## config.mk

```make
export PLATFORM = sky130hd
export DESIGN_NAME = wb_cmd_master
export DESIGN_NICKNAME = d
export VERILOG_FILES = /design/src/rtl/wb_cmd_master.sv
export SDC_FILE = /design/constraint.sdc
export NUM_CORES = 1
export LEC_CHECK = 0
export BUFFER_PORTS_ARGS = -buffer_cell sky130_fd_sc_hd__buf_2
export CAP_MARGIN = 30
export CORE_UTILIZATION = 48
export CTS_BUF_LIST = sky130_fd_sc_hd__clkbuf_2
export DETAILED_ROUTE_END_ITERATION = 8
export HOLD_SLACK_MARGIN = 0.15
export PLACE_DENSITY = 0.88
export RECOVER_POWER = 25
export SLEW_MARGIN = 20
export SYNTH_ARGS = -nofsm -noshare
export SYNTH_HDL_FRONTEND = slang
export SYNTH_SLANG_ARGS = --single-unit
```

## constraint.sdc

```tcl
create_clock -name wb_clk_i -period 3.08 [get_ports wb_clk_i]
set_clock_uncertainty 0.2 [all_clocks]
set_input_delay 0.462 -clock wb_clk_i [delete_from_list [all_inputs] [get_ports wb_clk_i]]
set_output_delay 0.462 -clock wb_clk_i [all_outputs]
set_load 0.03 [all_outputs]
```

## src/rtl/wb_cmd_master.sv

```systemverilog
// Single-command Wishbone classic initiator: one command in, one bus cycle, one response out.
// Optional watchdog on the bus phase is compiled in with `define WB_CMD_MASTER_TIMEOUT_EN.
module wb_cmd_master #(
  parameter int WB_AW          = 32,
  parameter int WB_DW          = 32,
  parameter int TIMEOUT_CYCLES = 255
) (
  input  logic               wb_clk_i,
  input  logic               wb_rst_ni,
  input  logic               cmd_valid_i,
  output logic               cmd_ready_o,
  input  logic               cmd_we_i,
  input  logic [WB_AW-1:0]   cmd_adr_i,
  input  logic [WB_DW-1:0]   cmd_dat_i,
  input  logic [WB_DW/8-1:0] cmd_sel_i,
  output logic               rsp_valid_o,
  output logic [WB_DW-1:0]   rsp_dat_o,
  output logic               rsp_err_o,
  output logic               rsp_tmo_o,
  output logic [WB_AW-1:0]   wb_adr_o,
  output logic [WB_DW-1:0]   wb_dat_o,
  output logic [WB_DW/8-1:0] wb_sel_o,
  output logic               wb_we_o,
  output logic               wb_cyc_o,
  output logic               wb_stb_o,
  output logic [2:0]         wb_cti_o,
  output logic [1:0]         wb_bte_o,
  input  logic [WB_DW-1:0]   wb_dat_i,
  input  logic               wb_ack_i,
  input  logic               wb_err_i
);

  typedef enum logic [1:0] {IDLE, BUS, RESP} state_t;
  state_t state;

  logic             bus_done;
  logic             nxt_err;
  logic [WB_DW-1:0] nxt_dat;

  assign cmd_ready_o = wb_rst_ni && (state == IDLE);
  assign wb_cti_o    = 3'b000;
  assign wb_bte_o    = 2'b00;

`ifdef WB_CMD_MASTER_TIMEOUT_EN
  logic [15:0] tmo_cnt;
  logic        tmo_hit;
  logic        nxt_tmo;
  logic        rsp_tmo_q;
  // Abort on the TIMEOUT_CYCLES-th bus cycle that sees no termination.
  assign tmo_hit   = (tmo_cnt == 16'(TIMEOUT_CYCLES - 1));
  assign rsp_tmo_o = rsp_tmo_q;
`else
  assign rsp_tmo_o = 1'b0;
`endif

  // Termination priority: err, then ack, then watchdog.
  always_comb begin
    bus_done = 1'b0;
    nxt_err  = 1'b0;
    nxt_dat  = '0;
`ifdef WB_CMD_MASTER_TIMEOUT_EN
    nxt_tmo  = 1'b0;
`endif
    if (wb_err_i) begin
      bus_done = 1'b1;
      nxt_err  = 1'b1;
    end else if (wb_ack_i) begin
      bus_done = 1'b1;
      nxt_dat  = wb_we_o ? '0 : wb_dat_i;
    end
`ifdef WB_CMD_MASTER_TIMEOUT_EN
    else if (tmo_hit) begin
      bus_done = 1'b1;
      nxt_err  = 1'b1;
      nxt_tmo  = 1'b1;
    end
`endif
  end

  always_ff @(posedge wb_clk_i) begin
    if (!wb_rst_ni) begin
      state       <= IDLE;
      wb_cyc_o    <= 1'b0;
      wb_stb_o    <= 1'b0;
      wb_we_o     <= 1'b0;
      wb_adr_o    <= '0;
      wb_dat_o    <= '0;
      wb_sel_o    <= '0;
      rsp_valid_o <= 1'b0;
      rsp_err_o   <= 1'b0;
      rsp_dat_o   <= '0;
`ifdef WB_CMD_MASTER_TIMEOUT_EN
      rsp_tmo_q   <= 1'b0;
      tmo_cnt     <= '0;
`endif
    end else begin
      rsp_valid_o <= 1'b0;
      case (state)
        IDLE: if (cmd_valid_i) begin
          state    <= BUS;
          wb_cyc_o <= 1'b1;
          wb_stb_o <= 1'b1;
          wb_we_o  <= cmd_we_i;
          wb_adr_o <= cmd_adr_i;
          wb_dat_o <= cmd_dat_i;
          wb_sel_o <= cmd_sel_i;
`ifdef WB_CMD_MASTER_TIMEOUT_EN
          tmo_cnt  <= '0;
`endif
        end
        BUS: if (bus_done) begin
          state       <= RESP;
          wb_cyc_o    <= 1'b0;
          wb_stb_o    <= 1'b0;
          wb_we_o     <= 1'b0;
          wb_adr_o    <= '0;
          wb_dat_o    <= '0;
          wb_sel_o    <= '0;
          rsp_valid_o <= 1'b1;
          rsp_err_o   <= nxt_err;
          rsp_dat_o   <= nxt_dat;
`ifdef WB_CMD_MASTER_TIMEOUT_EN
          rsp_tmo_q   <= nxt_tmo;
        end else begin
          tmo_cnt     <= tmo_cnt + 16'd1;
`endif
        end
        RESP:    state <= IDLE;
        default: state <= IDLE;
      endcase
    end
  end

endmodule

```

# ---- Yosys cells after proc, flatten, opt, wreduce, memory -nomap -nowiden
# Cells that the tools add are included.
dict set report totals {
  regBits 106
  inputBits 106
}
dict set report op_classes {
  reduce_logical 7
  n_eq_ne 3
  mux 23
}
# operator n
set ops {}
lappend ops {{two-way mux 32 bit} 6}
lappend ops {{case mux 32 bit (2 select lines)} 2}
lappend ops {{two-way mux 4 bit} 2}
lappend ops {{case mux 4 bit (2 select lines)} 1}
lappend ops {{two-way mux 1 bit} 7}
lappend ops {{AND reduction 2 bit} 3}
lappend ops {{two-way mux 2 bit} 2}
lappend ops {{inequality test 2 bit, second input constant} 2}
lappend ops {{case mux 1 bit (2 select lines)} 2}
lappend ops {{case mux 2 bit (2 select lines)} 1}
lappend ops {{AND reduction 3 bit} 1}
lappend ops {{== test 2 x 1 -> 1 bit, second input constant} 1}
lappend ops {{logical NOT 2 bit} 1}
lappend ops {{nonzero test 2 bit} 1}
lappend ops {{logical AND 1 bit} 1}

# ---- Depth between registers and ports, before layout
# Gate-level depths: netlist of the first run.
dict set report depth {
  depth_word 4
  ltp_mapped 6
  ltp_nobuf 3
}

# ---- Worst setup path before layout of the first run
# No wires, ideal clock.
dict set report synth_path {
  path_kind {input to register}
  from {in wb_rst_ni}
  to {reg wb_adr_o[21]}
  arrival_ns 2.046
  stages 6
  setup_time_ns 0.060
  slack_ns 0.774
  cell_sequence {nor3b_1 and2_1 clkbuf_2 buf_4 buf_2 a22o_1}
}
# item line_no
set synth_lines {}
lappend synth_lines {{start, declared} 9} ;# input logic wb_rst_ni,
lappend synth_lines {{end signal, assigned} 104} ;# wb_adr_o <= cmd_adr_i;
lappend synth_lines {{end, declared} 20} ;# output logic [WB_AW-1:0] wb_adr_o,

# ---- Final worst setup path of the first run
dict set report layout_path {
  from {in wb_err_i}
  to {reg rsp_dat_o[4]}
}
dict set report layout_via {
  elab_chain_cells 2
  elab_cells_between_ends 3
  cone_classes {mux: 2; reduce/logical: 1}
}
# item line_no
set layout_lines {}
lappend layout_lines {{start, declared} 30} ;# input logic wb_err_i
lappend layout_lines {{two-way mux 1 bit} 64} ;# if (wb_err_i) begin
lappend layout_lines {{AND reduction 2 bit (no line)} --}
lappend layout_lines {{end signal, assigned} 121} ;# rsp_dat_o <= nxt_dat;
lappend layout_lines {{end, declared} 17} ;# output logic [WB_DW-1:0] rsp_dat_o,
# Several ways; a longest one is shown, not always the timed one.
# A chain may end at the register's enable or synchronous reset.

==> results of run 1 <==
## layout make-up
class | instances | share of cell area [%]
clock inverter | 6 | 1.25
multi-input combinational | 191 | 21.8
tap | 99 | 2.13
timing repair buffer | 328 | 37.3
antenna | 1 | 0.0430
sequential | 106 | 36.5
clock buffer | 10 | 0.860
inverter | 2 | 0.129
## cells in the mapped netlist (all sizes together), types with 2 or more instances
cell / count
clkbuf: 27
nand2: 2
inv: 2
dfxtp: 106
nand2b: 2
nand4: 32
a21oi: 35
nor3: 2
buf: 17
nor2: 3
o21ai: 34
a22o: 69
## cell families after synthesis
| logic type | Yosys count | synth area share (%) |
|---|---|---|
| flops | 106 | 58.9 |
| simple gates | 45 | 7.50 |
| compound gates | 140 | 27.2 |
| buf+inv | 46 | 6.32 |
| other cells | 1 | 0.104 |
## worst min-delay path: stages
cell and delay, ps:
buf_2 90, inv_1 40, buf_4 240, a21oi_1 150
## worst min path at each step
stage,end,cells after the start,start,slack (ps)
finish,rsp_dat_o[16]$_SDFFE_PN0P_,4,wb_rst_ni,260
global placement,rsp_dat_o[0]$_SDFFE_PN0P_,2,rsp_dat_o[0]$_SDFFE_PN0P_,250
floorplan,state[0]$_SDFFE_PN0P_,1,state[1]$_SDFFE_PN0P_,270
detailed placement,wb_dat_o[6]$_SDFFE_PN0P_,1,wb_dat_o[6]$_SDFFE_PN0P_,260
global route,rsp_dat_o[16]$_SDFFE_PN0P_,3,wb_ack_i,210
CTS,rsp_dat_o[11]$_SDFFE_PN0P_,3,wb_ack_i,210
## flip-flops by register name (all words and copies together) (netlist names)
| register | cells |
|---|---|
| wb_we_o | 1 |
| rsp_valid_o | 1 |
| wb_stb_o | 1 |
| wb_adr_o | 32 |
| rsp_err_o | 1 |
| wb_sel_o | 4 |
| state | 2 |
| rsp_dat_o | 32 |
| wb_dat_o | 32 |
## where the power goes
part / leakage, nW / total [mW] / switching (mW) / internal (mW)
Clock: 0.0731 / 0.671 / 0.470 / 0.201
Sequential: 0.866 / 1.49 / 0.0466 / 1.45
Combinational: 1.64 / 0.596 / 0.357 / 0.238
## metal layers
metal	share of wire [%]	track usage, %	vias to the layer above
met5	0.078	3.90	-
met2	50	65.2	315
met3	8.9	14.2	78
li1	-	-	1857
met1	35	39.0	2044
met4	5.6	28.0	2
## stage by stage
stage / instances / hold slack (ps)
3_3_place_gp: 616 / 255
5_1_grt: 742 / 213
2_1_floorplan: 343 / 272
4_1_cts: 742 / 211
6_report: 743 / 259
3_5_place_dp: 616 / 259
==> results.json, run 1 <==
{
  "status": "finished, final reports clean",
  "setup_viol": 0,
  "slew_headroom_pct": 42.7,
  "drt-initial-drc-count": 217,
  "synth-async-reset-ratio_pct": 0,
  "io_pins": 218,
  "worstSetupPathType": "primary input to flop",
  "layout_common_cells": "buf_2 (161), dlygate4sd3_1 (110), dfxtp_1 (106)",
  "crit_buf_inv": 3,
  "grt_pass1_wl_mm": 22.0,
  "hold_viol_final": 0,
  "vdd_drop_max_v": 0.000247,
  "place_ws_ps": 789,
  "cts.path.max_buffers": 2,
  "rsz0062_at_grt": "false",
  "worstSkewPairLatency_ps": 500,
  "grt_max_degree": 70,
  "grt_pass1_vias": 4062,
  "reg2reg_from": "state[0]$_SDFFE_PN0P_",
  "synth-warning-count": 0,
  "crit_path_end_kind": "flop",
  "required_ps": 3340,
  "path_max_fanout": 15,
  "antenna_found_initial": 1,
  "critPathTopFamily": "buffers and inverters",
  "dieWidth_um": 88.6,
  "path_clk_slew_ps": 320,
  "syn_to_final_growth_pct": 61.5,
  "core_um2": 7250,
  "fill_cells": 456,
  "maxCapViolCount": 0,
  "critPathSlowestCell": "dlygate4sd3_1",
  "syn_area_um2": 3600,
  "fin_util_pct": 80.2,
  "start_kind": "primary input",
  "ant_nets": 0,
  "post_drt_wl_per_cell_um": 20.7,
  "slowest_delay_ps": 610,
  "ff2ff_setup_slack_ps": 940,
  "dp_hpwl_mm": 7.11,
  "tritoncts": "yes",
  "cp-endpoint": "rsp_dat_o[4]$_SDFFE_PN0P_",
  "yosys.area.top_type": "dfxtp_1",
  "fin_nets": 744,
  "die_h_um": 88.6,
  "hp-class": "primary input to flop",
  "p_total_mw": 2.76,
  "cts-root-buf": "clkbuf_2",
  "setup.worst_path.start": "wb_err_i",
  "cts_buffers": 9,
  "firstDrtPassIters": 5,
  "grt_usage_pct": 38.6,
  "p_per_area_nw_per_um2": 474,
  "yosys.cell_types.count": 23,
  "route.detailed.drc": 0,
  "fin_crit_ps": 2320,
  "drive_gt1_share_pct": 29.4,
  "synthTopCellsByArea": "dfxtp_1 (59%), a22o_1 (17%), nand4_1 (5.6%)",
  "seq_area_um2": 2120,
  "synth_edf_count": 0,
  "period_share_pct": 75.3,
  "clock_sinks": 106,
  "yosys_most_used_dff": "dfxtp_1",
  "synth_seq_cells": 106,
  "fmax_mhz": 431,
  "tightestPinTransition_ps": 858,
  "synth_top_area_share_pct": 58.9,
  "gp_congestion": 0.732,
  "path_cells": "dlygate4sd3_1 -> buf_2 -> nor2_2 -> nand4_1 -> dlygate4sd3_1 -> a21oi_1",
  "tns_ps": 0,
  "path_common_cell": "dlygate4sd3_1",
  "yosysSeqAreaShare_pct": 58.9,
  "die_area_um2": 7860,
  "rows": 31,
  "postLayoutCellArea_um2": 5820,
  "finalWirelength_mm": 15.4,
  "reg2reg_to": "rsp_dat_o[21]$_SDFFE_PN0P_",
  "finalMaxSlewViolations": 0,
  "reg2regPathDepth": 5,
  "placed_area_um2": 4670,
  "via_count": 4296,
  "critPathArrivalTime_ps": 2580,
  "via_per_inst": 5.78,
  "grt_overflow": 0,
  "cellLeakagePower_nw": 2.57,
  "h-tree-depth": 3,
  "multi_input_area_um2": 1270,
  "holdBufCountCts": 110,
  "post_cts_buffers": 0,
  "layout_setup_ws_ps": 761,
  "avgSynthCellArea_um2": 10.7,
  "port_buffers": 211,
  "initial_core_util_pct": 49.7,
  "cts_resized": 0,
  "netlist_instances": 338,
  "final_common_cell": "buf_2",
  "cp.depth": 6
}
(Power assumes the default switching activity.)
==> inputs of run 2 (changes only) <==
--- a/config.mk
+++ b/config.mk
@@ -7,11 +7,11 @@
 export LEC_CHECK = 0
 export BUFFER_PORTS_ARGS = -buffer_cell sky130_fd_sc_hd__buf_2
 export CAP_MARGIN = 30
-export CORE_UTILIZATION = 48
+export CORE_UTILIZATION = 44
 export CTS_BUF_LIST = sky130_fd_sc_hd__clkbuf_2
 export DETAILED_ROUTE_END_ITERATION = 8
 export HOLD_SLACK_MARGIN = 0.15
-export PLACE_DENSITY = 0.88
+export PLACE_DENSITY = 0.81
 export RECOVER_POWER = 25
 export SLEW_MARGIN = 20
 export SYNTH_ARGS = -nofsm -noshare
==> constraint.sdc (replaced) <==
create_clock -name wb_clk_i -period 2.2 [get_ports wb_clk_i]
set_clock_uncertainty 0.2 [all_clocks]
set_input_delay 0.33 -clock wb_clk_i [delete_from_list [all_inputs] [get_ports wb_clk_i]]
set_output_delay 0.33 -clock wb_clk_i [all_outputs]
set_load 0.03 [all_outputs]
==> results.json, run 2 <==
{
  "status": "stopped before the end",
  "lastStage": "clock tree synthesis",
  "firstError": "[ERROR RSZ-0060] Max buffer count reached.",
  "yosysMostFrequentCell": "dfxtp_1",
  "synth_commonest_cells": "dfxtp_1 (106), a22o_1 (69), a21oi_1 (34), o21ai_0 (34), nand4_1 (32)",
  "netlist_instances": 338,
  "synth_edf_count": 0,
  "holdBufCountCts": 129,
  "cts_buffers": 9,
  "post_cts_buffers": 0,
  "syn_area_um2": 3600,
  "cts.path.max_buffers": 2,
  "synth-async-reset-ratio_pct": 0,
  "die_h_um": 92.5,
  "rows": 32,
  "avgSynthCellArea_um2": 10.7,
  "synth_top_area_share_pct": 58.9,
  "synth_seq_cells": 106,
  "cts-root-buf": "clkbuf_2",
  "synthTopCellsByArea": "dfxtp_1 (59%), a22o_1 (17%), nand4_1 (5.6%)",
  "yosys.cell_types.count": 23,
  "placed_cells": 625,
  "yosys_most_used_dff": "dfxtp_1",
  "placed_area_um2": 4720,
  "clock_sinks": 106,
  "dieWidth_um": 92.5,
  "dp_hpwl_mm": 7.11,
  "h-tree-depth": 3,
  "yosys.area.top_type": "dfxtp_1",
  "initial_core_util_pct": 46.1,
  "synth-warning-count": 0,
  "yosysSeqAreaShare_pct": 58.9,
  "gp_congestion": 0.742,
  "io_pins": 218,
  "cts_resized": 0,
  "port_buffers": 211
}
-- run 2: cell counts after synthesis --
No cell type changed its count.
-- run 2: stage by stage --
step	worst slack [ps]	hold slack, ps
floorplan	9.78	255
global placement	439	255
detailed placement	389	259
-- run 2: cells by family after synthesis --
family                 count (synthesis)  synth area share (%)
AOI/OAI and AO/OA                    140                  27.2
DFF                                  106                  58.9
buffers and inverters                 46                  6.32
and+or+nand+nor                       45                  7.50
other                                  1                 0.104
==> inputs of run 3 (changes only) <==
--- a/config.mk
+++ b/config.mk
@@ -7,11 +7,9 @@
 export LEC_CHECK = 0
 export BUFFER_PORTS_ARGS = -buffer_cell sky130_fd_sc_hd__buf_2
 export CAP_MARGIN = 30
-export CORE_UTILIZATION = 44
-export CTS_BUF_LIST = sky130_fd_sc_hd__clkbuf_2
+export CORE_UTILIZATION = 40
 export DETAILED_ROUTE_END_ITERATION = 8
-export HOLD_SLACK_MARGIN = 0.15
-export PLACE_DENSITY = 0.81
+export PLACE_DENSITY_LB_ADDON = 0.15
 export RECOVER_POWER = 25
 export SLEW_MARGIN = 20
 export SYNTH_ARGS = -nofsm -noshare
==> results.json, run 3 (same netlist as run 1, synthesis figures left out) <==
{
  "slew_headroom_pct": 51.3,
  "final_common_cell": "buf_2",
  "cellLeakagePower_nw": 2.52,
  "via_count": 3748,
  "dieWidth_um": 96.9,
  "worstSkewPairLatency_ps": 360,
  "min_delay_path_depth": 3,
  "post_drt_wl_per_cell_um": 15.6,
  "rows": 34,
  "cts_buffers": 9,
  "holdPathEnd": "rsp_dat_o[25]$_SDFFE_PN0P_",
  "holdBufCountCts": 76,
  "drive_gt1_share_pct": 31.2,
  "rsz0062_at_grt": "false",
  "finalWirelength_mm": 11.4,
  "place_ws_ps": 364,
  "dp_hpwl_mm": 6.62,
  "io_pins": 218,
  "swShare_pct": 30.9,
  "status": "finished, final reports clean",
  "reg2regPathDepth": 4,
  "setup_viol": 0,
  "start_kind": "flop",
  "vdd_drop_max_v": 0.000434,
  "grt_max_degree": 70,
  "reg_top3": "rsp_dat_o (32), wb_adr_o (32), wb_dat_o (32)",
  "fin_crit_ps": 1830,
  "route.detailed.drc": 0,
  "diodes": 0,
  "antenna_found_initial": 0,
  "firstDrtPassIters": 4,
  "p_seq_share_pct": 51.5,
  "port_buffers": 211,
  "path_clk_slew_ps": 110,
  "cts-root-buf": "clkbuf_8",
  "hold_viol_final": 0,
  "h-tree-depth": 3,
  "tightestPinTransition_ps": 730,
  "layout_common_cells": "buf_2 (162), dfxtp_1 (106), dlygate4sd3_1 (82)",
  "cts_resized": 0,
  "layout_setup_ws_ps": 365,
  "drt-initial-drc-count": 134,
  "grt_usage_pct": 23.6,
  "tns_ps": 0,
  "p_clk_share_pct": 29.3,
  "die_area_um2": 9390,
  "grt_pass1_vias": 3686,
  "fin_nets": 720,
  "reg2reg_from": "state[0]$_SDFFE_PN0P_",
  "cts.path.max_buffers": 2,
  "fmax_mhz": 545,
  "finalMaxSlewViolations": 0,
  "p_sw_mw": 1.24,
  "ant_nets": 0,
  "hp-class": "primary input to flop",
  "period_share_pct": 83.4,
  "post_cts_buffers": 0,
  "required_ps": 2310,
  "reg2reg_to": "wb_adr_o[21]$_SDFFE_PN0P_",
  "hp-start": "wb_dat_i[25]",
  "crit_path_end_kind": "flop",
  "ff2ff_setup_slack_ps": 370,
  "clock_sinks": 106,
  "p_per_area_nw_per_um2": 708,
  "grt_overflow": 0,
  "path_max_fanout": 69,
  "fill_cells": 729,
  "core_um2": 8720,
  "die_h_um": 96.9,
  "maxCapViolCount": 0,
  "gp_congestion": 0.746,
  "p_comb_share_pct": 19.1,
  "initial_core_util_pct": 41.3,
  "critPathArrivalTime_ps": 1950,
  "worstSetupPathType": "flop to flop",
  "syn_to_final_growth_pct": 57.1,
  "via_per_inst": 5.16,
  "grt_pass1_wl_mm": 18.2,
  "tritoncts": "yes",
  "intPower_mw": 2.77
}
==> run 3: per-stage QoR <==
stage	utilization [%]	cells	hold WS, ps	power (mW)	cell area [um^2]
global placement	54.0	629	254	2.75	4710
finish	64.9	727	15.7	4.01	5660
detailed placement	54.0	629	258	2.76	4710
global route	64.9	727	0.646	4.19	5660
floorplan	-	343	255	2.52	3620
CTS	64.9	721	0.671	4.03	5660
==> run 3: worst max-delay path: stages (launching register included) <==
cell	delay, ps
dfxtp_1	450
or3b_1	430
a21oi_4	160
buf_12	290
a22o_1	210
==> run 3: cell type report <==
type                            instances  area, um^2  share of cell area [%]
Inverter                                2        7.51                   0.133
Timing Repair Buffer                  304        1920                    33.9
Sequential cell                       106        2120                    37.5
Clock inverter                          7        72.6                    1.28
Multi-Input combinational cell        191        1280                    22.6
Tap cell                              108         135                    2.39
Clock buffer                            9         124                    2.19
==> run 3: worst max path at each step <==
stage | startpoint | end | slack [ps] | depth (start not counted)
3_3_place_gp | wb_err_i | wb_dat_o[5]$_SDFFE_PN0P_ | 400 | 5
5_1_grt | state[1]$_SDFFE_PN0P_ | rsp_dat_o[1]$_SDFFE_PN0P_ | 260 | 4
3_5_place_dp | wb_err_i | wb_adr_o[21]$_SDFFE_PN0P_ | 360 | 5
4_1_cts | state[0]$_SDFFE_PN0P_ | wb_adr_o[21]$_SDFFE_PN0P_ | 370 | 4
2_1_floorplan | state[1]$_SDFFE_PN0P_ | wb_adr_o[21]$_SDFFE_PN0P_ | 10 | 6
6_report | state[0]$_SDFFE_PN0P_ | wb_adr_o[21]$_SDFFE_PN0P_ | 370 | 4
==> run 3: per-layer routing <==
metal | vias to the layer above | track usage, % | wire (um)
li1 | 1801 | - | -
met2 | 162 | 39.9 | 5510
met3 | 28 | 8.67 | 874
met5 | - | 0 | 0
met4 | 0 | 9.18 | 292
met1 | 1757 | 27.0 | 4700
==> run 3: power by group through the flow <==
stage / combinational, mW / clock [mW] / sequential [mW]
after CTS: 0.763 / 1.20 / 2.06
final: 0.767 / 1.17 / 2.07
after floorplan: 0.232 / 0 / 2.29
after global placement: 0.648 / 0 / 2.10
after global routing: 0.814 / 1.30 / 2.08
after detailed placement: 0.653 / 0 / 2.11
